File: src/rtl/stdp_update_sched_if.sv
// Request bus from the STDP update scheduler to the shared weight-update datapath.
// The master side raises upd_valid and holds upd_chan/upd_dt until upd_ready is seen.
interface stdp_update_sched_if #(
    parameter int TW = 4
);
    logic          upd_valid;
    logic          upd_ready;
    logic [1:0]    upd_chan;
    logic [TW-1:0] upd_dt;

    modport master (output upd_valid, upd_chan, upd_dt, input upd_ready);
    modport slave  (input upd_valid, upd_chan, upd_dt, output upd_ready);
endinterface

File: src/rtl/stdp_update_sched.sv
// STDP pair scheduler: per-channel pre-spike timers capture post-minus-pre dt on a
// post spike, and pending captures are issued round-robin over a valid/ready bus.
module stdp_update_sched #(
    parameter int NUM_PRE = 4,
    parameter int TW      = 4,
    parameter int WINDOW  = 8
) (
    input  logic                clk,
    input  logic                rst_n,
    input  logic [NUM_PRE-1:0]  pre_spike,
    input  logic                post_spike,
    stdp_update_sched_if.master upd,
    output logic [NUM_PRE-1:0]  pend,
    output logic                ovf,
    output logic                busy
);
    localparam int            CW   = 2;
    localparam logic [TW-1:0] TMAX = '1;
    localparam logic [TW:0]   WIN  = WINDOW[TW:0];

    typedef enum logic {IDLE, ISSUE} state_t;

    state_t        state;
    logic [TW-1:0] timer [NUM_PRE];
    logic [TW-1:0] dt    [NUM_PRE];
    logic [CW-1:0] last_grant;
    logic          upd_valid_r;
    logic [CW-1:0] upd_chan_r;
    logic [TW-1:0] upd_dt_r;

    logic [NUM_PRE-1:0] cap;
    logic [NUM_PRE-1:0] clr;
    logic [TW-1:0]      cap_dt [NUM_PRE];
    logic               grant_en;
    logic               found;
    logic [CW-1:0]      sel;
    logic [CW-1:0]      idx;

    function automatic logic [TW-1:0] sat_inc(input logic [TW-1:0] t);
        return (t == TMAX) ? t : t + TW'(1);
    endfunction

    // Capture qualification and round-robin pick starting just after last_grant.
    always_comb begin
        cap      = '0;
        clr      = '0;
        found    = 1'b0;
        idx      = '0;
        sel      = last_grant + CW'(1);
        grant_en = (state == IDLE) && (pend != '0);
        for (int i = 0; i < NUM_PRE; i++) begin
            cap_dt[i] = pre_spike[i] ? '0 : timer[i];
            cap[i]    = post_spike &&
                        (pre_spike[i] || ((timer[i] != TMAX) && ({1'b0, timer[i]} < WIN)));
        end
        for (int k = 1; k <= NUM_PRE; k++) begin
            idx = last_grant + CW'(k);
            if (!found && pend[idx]) begin
                sel   = idx;
                found = 1'b1;
            end
        end
        if (grant_en)
            clr[sel] = 1'b1;
    end

    always_ff @(posedge clk or negedge rst_n) begin
        if (!rst_n) begin
            for (int i = 0; i < NUM_PRE; i++) begin
                timer[i] <= TMAX;
                dt[i]    <= '0;
            end
            pend        <= '0;
            ovf         <= 1'b0;
            state       <= IDLE;
            last_grant  <= CW'(3);
            upd_valid_r <= 1'b0;
            upd_chan_r  <= '0;
            upd_dt_r    <= '0;
        end else begin
            for (int i = 0; i < NUM_PRE; i++) begin
                timer[i] <= pre_spike[i] ? '0 : sat_inc(timer[i]);
                if (cap[i])
                    dt[i] <= cap_dt[i];
                // A capture beats a same-edge grant clear and is not an overrun.
                pend[i] <= cap[i] | (pend[i] & ~clr[i]);
                if (cap[i] && pend[i] && !clr[i])
                    ovf <= 1'b1;
            end
            case (state)
                IDLE: begin
                    if (grant_en) begin
                        upd_chan_r  <= sel;
                        upd_dt_r    <= dt[sel];
                        upd_valid_r <= 1'b1;
                        state       <= ISSUE;
                    end
                end
                ISSUE: begin
                    if (upd.upd_ready) begin
                        upd_valid_r <= 1'b0;
                        last_grant  <= upd_chan_r;
                        state       <= IDLE;
                    end
                end
                default: state <= IDLE;
            endcase
        end
    end

    assign upd.upd_valid = upd_valid_r;
    assign upd.upd_chan  = upd_chan_r;
    assign upd.upd_dt    = upd_dt_r;
    assign busy          = (state != IDLE) || (pend != '0);
endmodule

File: src/flat_wrapper.sv
// flat-port wrapper written by rule: the top's interface ports become plain ports
module stdp_update_sched_flat 
#(
    parameter int NUM_PRE = 4,
    parameter int TW      = 4,
    parameter int WINDOW  = 8
)
  (clk, rst_n, pre_spike, post_spike, pend, ovf, busy, upd_upd_valid, upd_upd_chan, upd_upd_dt, upd_upd_ready);
  stdp_update_sched_if #(.TW(TW)) upd_i ();
  input  logic clk;
  input  logic rst_n;
  input  logic [NUM_PRE-1:0] pre_spike;
  input  logic post_spike;
  output logic [NUM_PRE-1:0] pend;
  output logic ovf;
  output logic busy;
  output wire logic [$bits(upd_i.upd_valid)-1:0] upd_upd_valid;
  output wire logic [$bits(upd_i.upd_chan)-1:0] upd_upd_chan;
  output wire logic [$bits(upd_i.upd_dt)-1:0] upd_upd_dt;
  input wire logic [$bits(upd_i.upd_ready)-1:0] upd_upd_ready;
  assign upd_upd_valid = upd_i.upd_valid;
  assign upd_upd_chan = upd_i.upd_chan;
  assign upd_upd_dt = upd_i.upd_dt;
  assign upd_i.upd_ready = upd_upd_ready;
  stdp_update_sched #(.NUM_PRE(NUM_PRE), .TW(TW), .WINDOW(WINDOW)) u_core (.clk(clk), .rst_n(rst_n), .pre_spike(pre_spike), .post_spike(post_spike), .upd(upd_i), .pend(pend), .ovf(ovf), .busy(busy));
endmodule
File: config.mk
export PLATFORM = sky130hd
export DESIGN_NAME = stdp_update_sched_flat
export DESIGN_NICKNAME = d
export VERILOG_FILES = /design/src/rtl/stdp_update_sched_if.sv /design/src/rtl/stdp_update_sched.sv /design/src/flat_wrapper.sv
export SDC_FILE = /design/constraint.sdc
export NUM_CORES = 1
export LEC_CHECK = 0
export CAP_MARGIN = 0
export CORE_UTILIZATION = 35
export CTS_BUF_LIST = sky130_fd_sc_hd__clkbuf_16
export CTS_CLUSTER_DIAMETER = 200
export DETAILED_ROUTE_END_ITERATION = 16
export GPL_TIMING_DRIVEN = 0
export HOLD_SLACK_MARGIN = 0.1
export PLACE_DENSITY = 0.58
export SLEW_MARGIN = 0
export SYNTH_ARGS = -nofsm -noshare
export SYNTH_HDL_FRONTEND = slang
export SYNTH_SLANG_ARGS = --single-unit
export TNS_END_PERCENT = 100
File: constraint.sdc
create_clock -name clk -period 1.9 [get_ports clk]
set_input_delay 0.57 -clock clk [delete_from_list [all_inputs] [get_ports clk]]
set_output_delay 0.57 -clock clk [all_outputs]
set_load 0.03 [all_outputs]
==> results of run 1 <==
layer usage:
layer,GRT usage,vias up
met5,0,-
met4,0.0719,0
met3,0.0333,7
met2,0.231,34
met1,0.205,769
li1,-,825
registers in the layout, summed over array words and instances (netlist names):
| register | flops |
|---|---|
| u_core.timer | 16 |
| u_core.ovf | 1 |
| u_core.upd.upd_valid | 1 |
| u_core.upd.upd_chan | 2 |
| u_core.pend | 4 |
| u_core.last_grant | 2 |
| u_core.state | 1 |
| u_core.upd.upd_dt | 4 |
| u_core.dt | 16 |
power breakdown:
group / switching [uW] / internal [uW] / leakage, uW
clock: 353 / 476 / 0.0000762
combinational: 758 / 604 / 0.000597
sequential: 167 / 1170 / 0.000552
total: 1280 / 2250 / 0.00123
cells by family after synthesis:
| group | count (synthesis) |
|---|---|
| flip-flops | 47 |
| adder cells (fa/ha/maj) | 4 |
| XOR/XNOR | 5 |
| multiplexers | 14 |
| AO/OA/AOI/OAI | 55 |
| AND/OR/NAND/NOR | 71 |
| buffers and inverters | 16 |
worst min path at each step:
stage,start,end,slack [ps],depth (start not counted)
final,rst_n,u_core.upd.upd_valid$_DFFE_PN0P_,170,1
after global routing,rst_n,u_core.upd.upd_valid$_DFFE_PN0P_,180,1
after CTS,rst_n,u_core.upd.upd_valid$_DFFE_PN0P_,180,1
after detailed placement,u_core.dt[3]$_DFFE_PN0P_,u_core.dt[3]$_DFFE_PN0P_,470,1
after global placement,u_core.dt[9]$_DFFE_PN0P_,u_core.dt[9]$_DFFE_PN0P_,470,2
after floorplan,rst_n,u_core.dt[0]$_DFFE_PN0P_,270,0
stage by stage:
stage / utilization / instance area (sq um)
6_report: 0.459 / 2780
3_3_place_gp: 0.413 / 2500
2_1_floorplan: - / 2240
4_1_cts: 0.446 / 2700
3_5_place_dp: 0.416 / 2520
5_1_grt: 0.459 / 2780
cell type report:
cell class,count,share of cell area
clock buffer,5,0.0450
buffer,5,0.00945
timing repair buffer,26,0.0873
tap,75,0.0338
multi-input combinational,149,0.372
clock inverter,3,0.00450
sequential,47,0.433
inverter,11,0.0149
cell usage after synthesis, types with 2 or more instances:
cell type | n | area, sq um
and2_1 | 5 | 31.3
nand2b_1 | 14 | 87.6
nand3_1 | 9 | 45.0
o221ai_1 | 5 | 43.8
dfstp_2 | 18 | 473
mux2_2 | 2 | 22.5
o21bai_1 | 7 | 52.6
o21ai_1 | 7 | 35.0
o21ai_0 | 12 | 60.1
inv_1 | 10 | 37.5
nor3_1 | 5 | 25.0
a211oi_1 | 4 | 30.0
clkbuf_1 | 4 | 15.0
nand2_1 | 21 | 78.8
dfrtp_1 | 29 | 726
ha_1 | 4 | 50.1
a31oi_1 | 5 | 31.3
xnor2_1 | 4 | 35.0
a22oi_1 | 3 | 22.5
o22ai_1 | 4 | 25.0
mux2i_1 | 12 | 120
nor2_1 | 11 | 41.3
repair_timing:
item	CTS	global route
setup endpoints to repair	14	10
setup buffers	1	6
resized for setup	19	17
pin swaps	2	3
gates cloned	0	1
critical path: cells and delay by family, from the launching register on:
| kind | cells | cell delay [ps] |
|---|---|---|
| AND/OR/NAND/NOR | 2 | 400 |
| buffers and inverters | 1 | 180 |
| flip-flops | 1 | 450 |
==> results.ini, run 1 <==
[run_status]
outcome = complete, no violations

[synthesis]
synth_compound_area_frac = 0.168
yosys.area_share.xor_xnor = 0.0196
avgSynthCellArea_sq_um = 10.6
yosysUniqueCellTypes = 39
synth-simple-area-share = 0.161
synth_edf_count = 0
ys.flop_type = dfrtp_1
synthAdderAreaFrac = 0.0223
synth_top_family_by_area = compound AO/OA/AOI/OAI gates
synth_cells = 212
ys_ff_latch = 47
syn_nets = 224
muxShareOfSynthArea = 0.0637
ys_warn_count = 0
ys_seq_area_frac = 0.535
syn_area_sq_um = 2240
synthArstFlopShare = 1.00

[sta]
hold_ws_ps = 168
finalMaxSlewViolations = 0
min_period_ps = 1890
rsz0062_at_grt = true
max_freq_mhz = 529
clock_skew_ps = 5.90
slew_headroom = 0.677
tightestPinTransition_ps = 484
hold_viol = 0
period_share = 0.994
fin_setup_tns_ps = 0
fin_ws_ps = 10.5
setup_viol = 0

[worst_setup_path]
crit_path_max_incr_delay_ps = 450
cpMaxStageDelayCell = dfrtp_2
endpoint_kind = output pin
crit_fanout = 6
cp-endpoint = busy
cp-startpoint = u_core.pend[2]$_DFF_PN0_
r2r_end = u_core.ovf$_DFFE_PN0P_
worst-r2r-cell-count = 6
cp-start-kind = register
path_class = reg2out
arrival_ps = 1320
path_cells = nor4_4, nand2b_1, buf_2
r2r_start = u_core.last_grant[1]$_DFFE_PN1P_
r2r_slack_ps = 60
cp.required_ps = 1330

[clock_tree]
h-tree-depth = 2
clk_pin_slew_ps = 60
clock_latency_ps = 280
cts.sinks = 47
ctsHoldBuffers = 0
clock_path_buffers = 2
cts_root_buf = clkbuf_16
numCtsBuffers = 5
cts_tree = done

[routing]
vias = 1635
wl_um = 4480
dr.pass1.iters = 4
wl_met3_um = 184
dr_wl_met2_um = 2060
ant_nets = 0
drc = 0
wl_per_cell_um = 14.0
wl_met1_um = 2150
initialDrtViolationCount = 79
viasPerCell = 5.09
top_layer = met4

[worst_hold_path]
min_path_type = in2async

[finish]
final_common_cell = dfrtp_1
fillerInstances = 589
final_cell_mix = dfrtp_1, nand2_1, dfstp_2
seqCellArea_sq_um = 1200
drive_gt1_frac = 0.228
fin_cells = 321
nets = 257
area_delta_synth_final_pct = 24.1
multi_input_area_sq_um = 1030
n_antenna_cell = 0

[placed_design]
hpwl_um = 3050
dp_slack_ps = -557
gp_congestion = 0.760
placed_cells_incl_taps = 305
io_buffer_count = 17

[floorplanning]
row_count = 28
start_util = 0.370
core_area_sq_um = 6060
die_w_um = 82.0
die-area_sq_um = 6720
ioPinCount = 21
die_h_um = 82.0

[pwr]
vdd_ir_drop_max_uv = 762
pwr_density_cell_nw_per_um2 = 1270
power.total_uw = 3530
p_leak_uw = 0.00123

[global_routing]
grt_use_total = 0.152
grt_max_degree = 37
grt_pass1_wl_um = 7660
antenna_found_initial = 0
grt_pass1_vias = 1597
grt-ovfl-total = 0

[job]
drv_cap = 0

Power figures use the tool's default switching activity.
==> run 2, diff against run 1 <==
--- a/config.mk
+++ b/config.mk
@@ -12,7 +12,7 @@
 export DETAILED_ROUTE_END_ITERATION = 16
 export GPL_TIMING_DRIVEN = 0
 export HOLD_SLACK_MARGIN = 0.1
-export PLACE_DENSITY = 0.58
+export PLACE_DENSITY = 0.66
 export SLEW_MARGIN = 0
 export SYNTH_ARGS = -nofsm -noshare
 export SYNTH_HDL_FRONTEND = slang
==> run 2 against run 1 <==
  * The flow now finishes with violations (negative setup slack)
  * Register-to-register slack worse by 70 ps
  * Worst hold slack worse by 13 ps
  * Total power up 2.1%
  * Non-clock buffer count up 1
  * Via count up 2.8%
  * Utilization up 0.56 points
  * Worst setup slack worse by 64 ps
  * First-iteration DRC count up 20%
  * Wire length down 3.1%
  * Fmax down 3.3%
  * Sequential power about the same
  * Clock skew up 0.64 ps
  * Largest power group unchanged
  * Highest routed layer unchanged
==> results.ini, run 2 (synthesis results as in run 1) <==
[run_status]
outcome = finished with violations
violations = negative setup slack

[sta]
rsz0062_at_grt = true
slew_headroom = 0.578
period_share = 1.03
tightestPinTransition_ps = 629
max_freq_mhz = 512
setup_viol = 2
finalMaxSlewViolations = 0
clock_skew_ps = 6.54
fin_ws_ps = -53.4
min_period_ps = 1950
hold_viol = 0

[worst_setup_path]
crit_fanout = 7
crit_path_max_incr_delay_ps = 460
arrival_ps = 1380
cp-start-kind = register
cp-startpoint = u_core.pend[2]$_DFF_PN0_
path_class = reg2out
r2r_start = u_core.last_grant[1]$_DFFE_PN1P_
cp.required_ps = 1330
cpLargestDelayFamily = simple AND/OR/NAND/NOR gates
path_buf_inv = 1
cpMaxStageDelayCell = dfrtp_2
endpoint_kind = output pin
path_cells = nor4_4, nand2b_1, buf_6

[floorplanning]
ioPinCount = 21
die_w_um = 82.0
die-area_sq_um = 6720
row_count = 28
die_h_um = 82.0
start_util = 0.370
core_area_sq_um = 6060

[finish]
nets = 258
n_antenna_cell = 0
area_delta_synth_final_pct = 25.6
biggestRegsByFlops = u_core.dt x16, u_core.timer x16
seqCellArea_sq_um = 1200
final_cell_mix = dfrtp_1, nand2_1, dfstp_2
drive_gt1_frac = 0.231
multi_input_area_sq_um = 1040
final_common_cell = dfrtp_1
fillerInstances = 565

[global_routing]
grt_pass1_vias = 1541
grt-ovfl-total = 0
grt_pass1_wl_um = 7240
grt_use_total = 0.144
grt_max_degree = 38
antenna_found_initial = 0

[clock_tree]
h-tree-depth = 2
clock_latency_ps = 280
ctsHoldBuffers = 0
cts_root_buf = clkbuf_16
clk_pin_slew_ps = 60
cts_tree = done
numCtsBuffers = 5
clock_path_buffers = 2
cts.sinks = 47

[routing]
vias = 1680
ant_nets = 0
initialDrtViolationCount = 95
drc = 0
wl_per_cell_um = 13.5
viasPerCell = 5.22
wl_um = 4340
dr.pass1.iters = 4

[pwr]
vdd_ir_drop_max_uv = 815
p_leak_uw = 0.00123
pwr_density_cell_nw_per_um2 = 1280
power.total_uw = 3600

[placed_design]
hpwl_um = 2970
gp_congestion = 0.760
dp_slack_ps = -537
io_buffer_count = 17

[worst_hold_path]
min_path_type = in2async

[job]
drv_cap = 0

-- run 2: cell count changes in the layout (fill, tap and decap cells not counted), sizes merged --
cell	previous run	this run
buf	12	13
clkdlybuf4s50	2	3
clkinvlp	0	1
dlygate4sd2	8	7
inv	13	12
-- run 2: path summary, 6_finish.rpt --
kind	end	slack, ps	depth (start not counted)
worst min-delay path	u_core.upd.upd_valid$_DFFE_PN0P_	160	1
worst max-delay path	busy	-50	3
worst min register to register	u_core.dt[3]$_DFFE_PN0P_	480	1
worst max register to register	u_core.upd.upd_dt[3]$_DFFE_PN0P_	-10	5
min in group clk	u_core.dt[3]$_DFFE_PN0P_	480	1
max in group asynchronous	u_core.timer[4]$_DFFE_PN1P_	1210	2
-- run 2: power breakdown --
group / internal [uW] / switching [uW]
clock: 480 / 350
combinational: 655 / 764
sequential: 1170 / 180
-- run 2: repair_timing --
item	4_1_cts	5_1_grt
setup buffers	1	7
pin swaps	2	5
endpoints found under the setup margin	13	10
cloned	1	0
resized for setup	19	20
-- run 2: worst register-to-register path, cell delays in order, from the launching register on --
cell	delay (ps)
dfstp_2	610
o22ai_1	160
a221oi_4	440
buf_6	200
mux2i_1	210
o221ai_1	150
-- run 2: layer usage --
layer  share of wire  GRT usage  wire [um]
met2            0.45      0.219       1940
met3           0.035     0.0267        150
met1            0.50      0.200       2190
met5               0          0          0
met4           0.015     0.0579         63
-- run 2: area by class of cell --
type                    count  area share
repair buffers             27      0.0943
clock inverters             3     0.00578
flip-flops and latches     47       0.428
inverters                  11      0.0147
multi-input cells         149       0.370
clock buffers               5      0.0445
plain buffers               5     0.00934
well taps                  75      0.0333
-- run 2: per-stage QoR --
stage	instance area, sq um	utilization	cells	TNS, ps	hold WS, ps
after floorplan	2240	-	212	0	274
after global placement	2500	0.413	304	-41700	466
after global routing	2810	0.464	322	-396	166
final	2810	0.464	322	-58.8	155
after CTS	2710	0.448	315	-151	158
after detailed placement	2520	0.416	305	-1600	461
==> run 3, diff against run 2 <==
--- a/config.mk
+++ b/config.mk
@@ -13,6 +13,7 @@
 export GPL_TIMING_DRIVEN = 0
 export HOLD_SLACK_MARGIN = 0.1
 export PLACE_DENSITY = 0.66
+export SETUP_SLACK_MARGIN = 0.05
 export SLEW_MARGIN = 0
 export SYNTH_ARGS = -nofsm -noshare
 export SYNTH_HDL_FRONTEND = slang
==> run 3 against run 2 <==
  * The flow now finishes without violations
  * Total power grew 0.29%
  * First-iteration DRC count shrank 6.3%
  * Worst setup slack gained 59 ps
  * Die area is the same
  * Final cell count is the same
  * Utilization shrank 0.50 points
  * Via count shrank 1.4%
  * Sequential cell count is the same
  * Global-route usage grew 0.064 points
  * Count of clock-buffer cells in the layout is the same
  * Non-clock buffer count is the same
==> results.ini, run 3 (synthesis results as in run 1) <==
[clock_tree]
numCtsBuffers = 5
ctsHoldBuffers = 0
cts_tree = done
clk_pin_slew_ps = 60
cts.sinks = 47
clock_latency_ps = 280
clock_path_buffers = 2
cts_root_buf = clkbuf_16
h-tree-depth = 2

[routing]
drc = 0
ant_nets = 0
wl_per_cell_um = 13.6
wl_um = 4370
viasPerCell = 5.15
vias = 1657
dr.pass1.iters = 4
initialDrtViolationCount = 89

[finish]
nets = 258
biggestRegsByFlops = u_core.dt x16, u_core.timer x16
seqCellArea_sq_um = 1200
drive_gt1_frac = 0.227
n_antenna_cell = 0
fillerInstances = 586
multi_input_area_sq_um = 1040
final_cell_mix = dfrtp_1, nand2_1, dfstp_2
area_delta_synth_final_pct = 24.3
final_common_cell = dfrtp_1
design_area_sq_um = 2780

[sta]
hold_viol = 0
slew_headroom = 0.577
clock_skew_ps = 4.36
fin_setup_tns_ps = 0
hold_ws_ps = 135
finalMaxSlewViolations = 0
tightestPinTransition_ps = 630
fin_ws_ps = 5.57
period_share = 0.997
min_period_ps = 1890
setup_viol = 0
rsz0062_at_grt = true
max_freq_mhz = 528

[worst_setup_path]
cp-start-kind = register
r2r_end = u_core.upd.upd_dt[3]$_DFFE_PN0P_
crit_fanout = 4
worst-r2r-cell-count = 6
cp.required_ps = 1330
r2r_slack_ps = 60
cpLargestDelayFamily = simple AND/OR/NAND/NOR gates
path_buf_inv = 1
path_cells = nor4_4, nand2b_1, buf_6
arrival_ps = 1320
r2r_start = u_core.last_grant[0]$_DFFE_PN1P_
cpMaxStageDelayCell = dfrtp_2
path_class = reg2out
crit_path_max_incr_delay_ps = 440
endpoint_kind = output pin

[placed_design]
gp_congestion = 0.760
dp_slack_ps = -525
hpwl_um = 3000
place_area_sq_um = 2520
io_buffer_count = 17

[job]
drv_cap = 0

[global_routing]
grt-ovfl-total = 0
grt_use_total = 0.144
use_met2 = 0.230
grt_pass1_vias = 1571
antenna_found_initial = 0
busiest_layer = met2
grt_max_degree = 41
grt_pass1_wl_um = 7340
grt_util_met1 = 0.199
grt_util_met3 = 0.0267

[floorplanning]
start_util = 0.370
ioPinCount = 21
die-area_sq_um = 6720
core_area_sq_um = 6060
die_w_um = 82.0
die_h_um = 82.0
row_count = 28

[pwr]
pwr_density_cell_nw_per_um2 = 1300
power.total_uw = 3610
p_leak_uw = 0.00119
p_sw_frac = 0.361
seqPwrFrac = 0.373
power.switching_uw = 1300
p_int_uw = 2310
clkPwrFrac = 0.224
p_comb_frac = 0.402
vdd_ir_drop_max_uv = 704

[worst_hold_path]
min_path_type = in2async

[run_status]
outcome = complete, no violations

[run 3: cell count changes in the layout (fill, tap and decap cells not counted), sizes merged]
cell,delta
clkinvlp,-1
clkdlybuf4s50,-1
dlymetal6s2s,-5
dlygate4sd2,+6
clkinv,+1
[run 3: worst max path at each step]
stage                                  start                  endpoint  slack [ps]  cells past startpoint
floorplan           u_core.pend[1]$_DFF_PN0_    u_core.ovf$_DFFE_PN0P_          90                      7
global placement                       rst_n  u_core.pend[0]$_DFF_PN0_       -1250                      1
detailed placement              pre_spike[0]    u_core.ovf$_DFFE_PN0P_        -530                      6
CTS                 u_core.pend[0]$_DFF_PN0_                      busy        -150                      3
global route        u_core.pend[1]$_DFF_PN0_                      busy         -50                      3
finish              u_core.pend[1]$_DFF_PN0_                      busy           6                      3
[run 3: stage by stage]
stage	instances	utilization
final	322	0.459
after global routing	322	0.459
after CTS	317	0.448
after detailed placement	305	0.416
after global placement	304	0.414
after floorplan	212	-
[run 3: power groups by stage]
| stage | clock network [uW] | registers, uW | logic, uW |
|---|---|---|---|
| floorplan | 0 | 1460 | 725 |
| global placement | 0 | 1350 | 1160 |
| detailed placement | 0 | 1360 | 1190 |
| CTS | 829 | 1350 | 1300 |
| global route | 873 | 1370 | 1570 |
| finish | 811 | 1350 | 1450 |
[run 3: area by class of cell]
type,count,share of cell area
tap,75,0.0337
clock buffer,5,0.0449
clock inverter,3,0.00404
inverter,11,0.0148
timing repair buffer,27,0.0867
buffer,5,0.00944
sequential,47,0.432
multi-input combinational,149,0.374
[run 3: worst register-to-register path, stage by stage (launching register included)]
cell and delay, ps:
dfstp_2 560, nand2b_1 140, o21ai_2 90, a221oi_4 380, buf_6 190, mux2i_1 220, o221ai_1 130
[run 3: repair_timing]
item,4_1_cts,5_1_grt
buffers inserted,3,5
gates cloned,1,0
setup endpoints to repair,18,8
gates resized for setup,24,12
pin swaps,2,2
[run 3: per-layer routing]
metal  up-vias  wire [um]
li1        826          -
met1       801       2190
met2        25       2010
met3         5        131
met4         0         42
met5         -          0
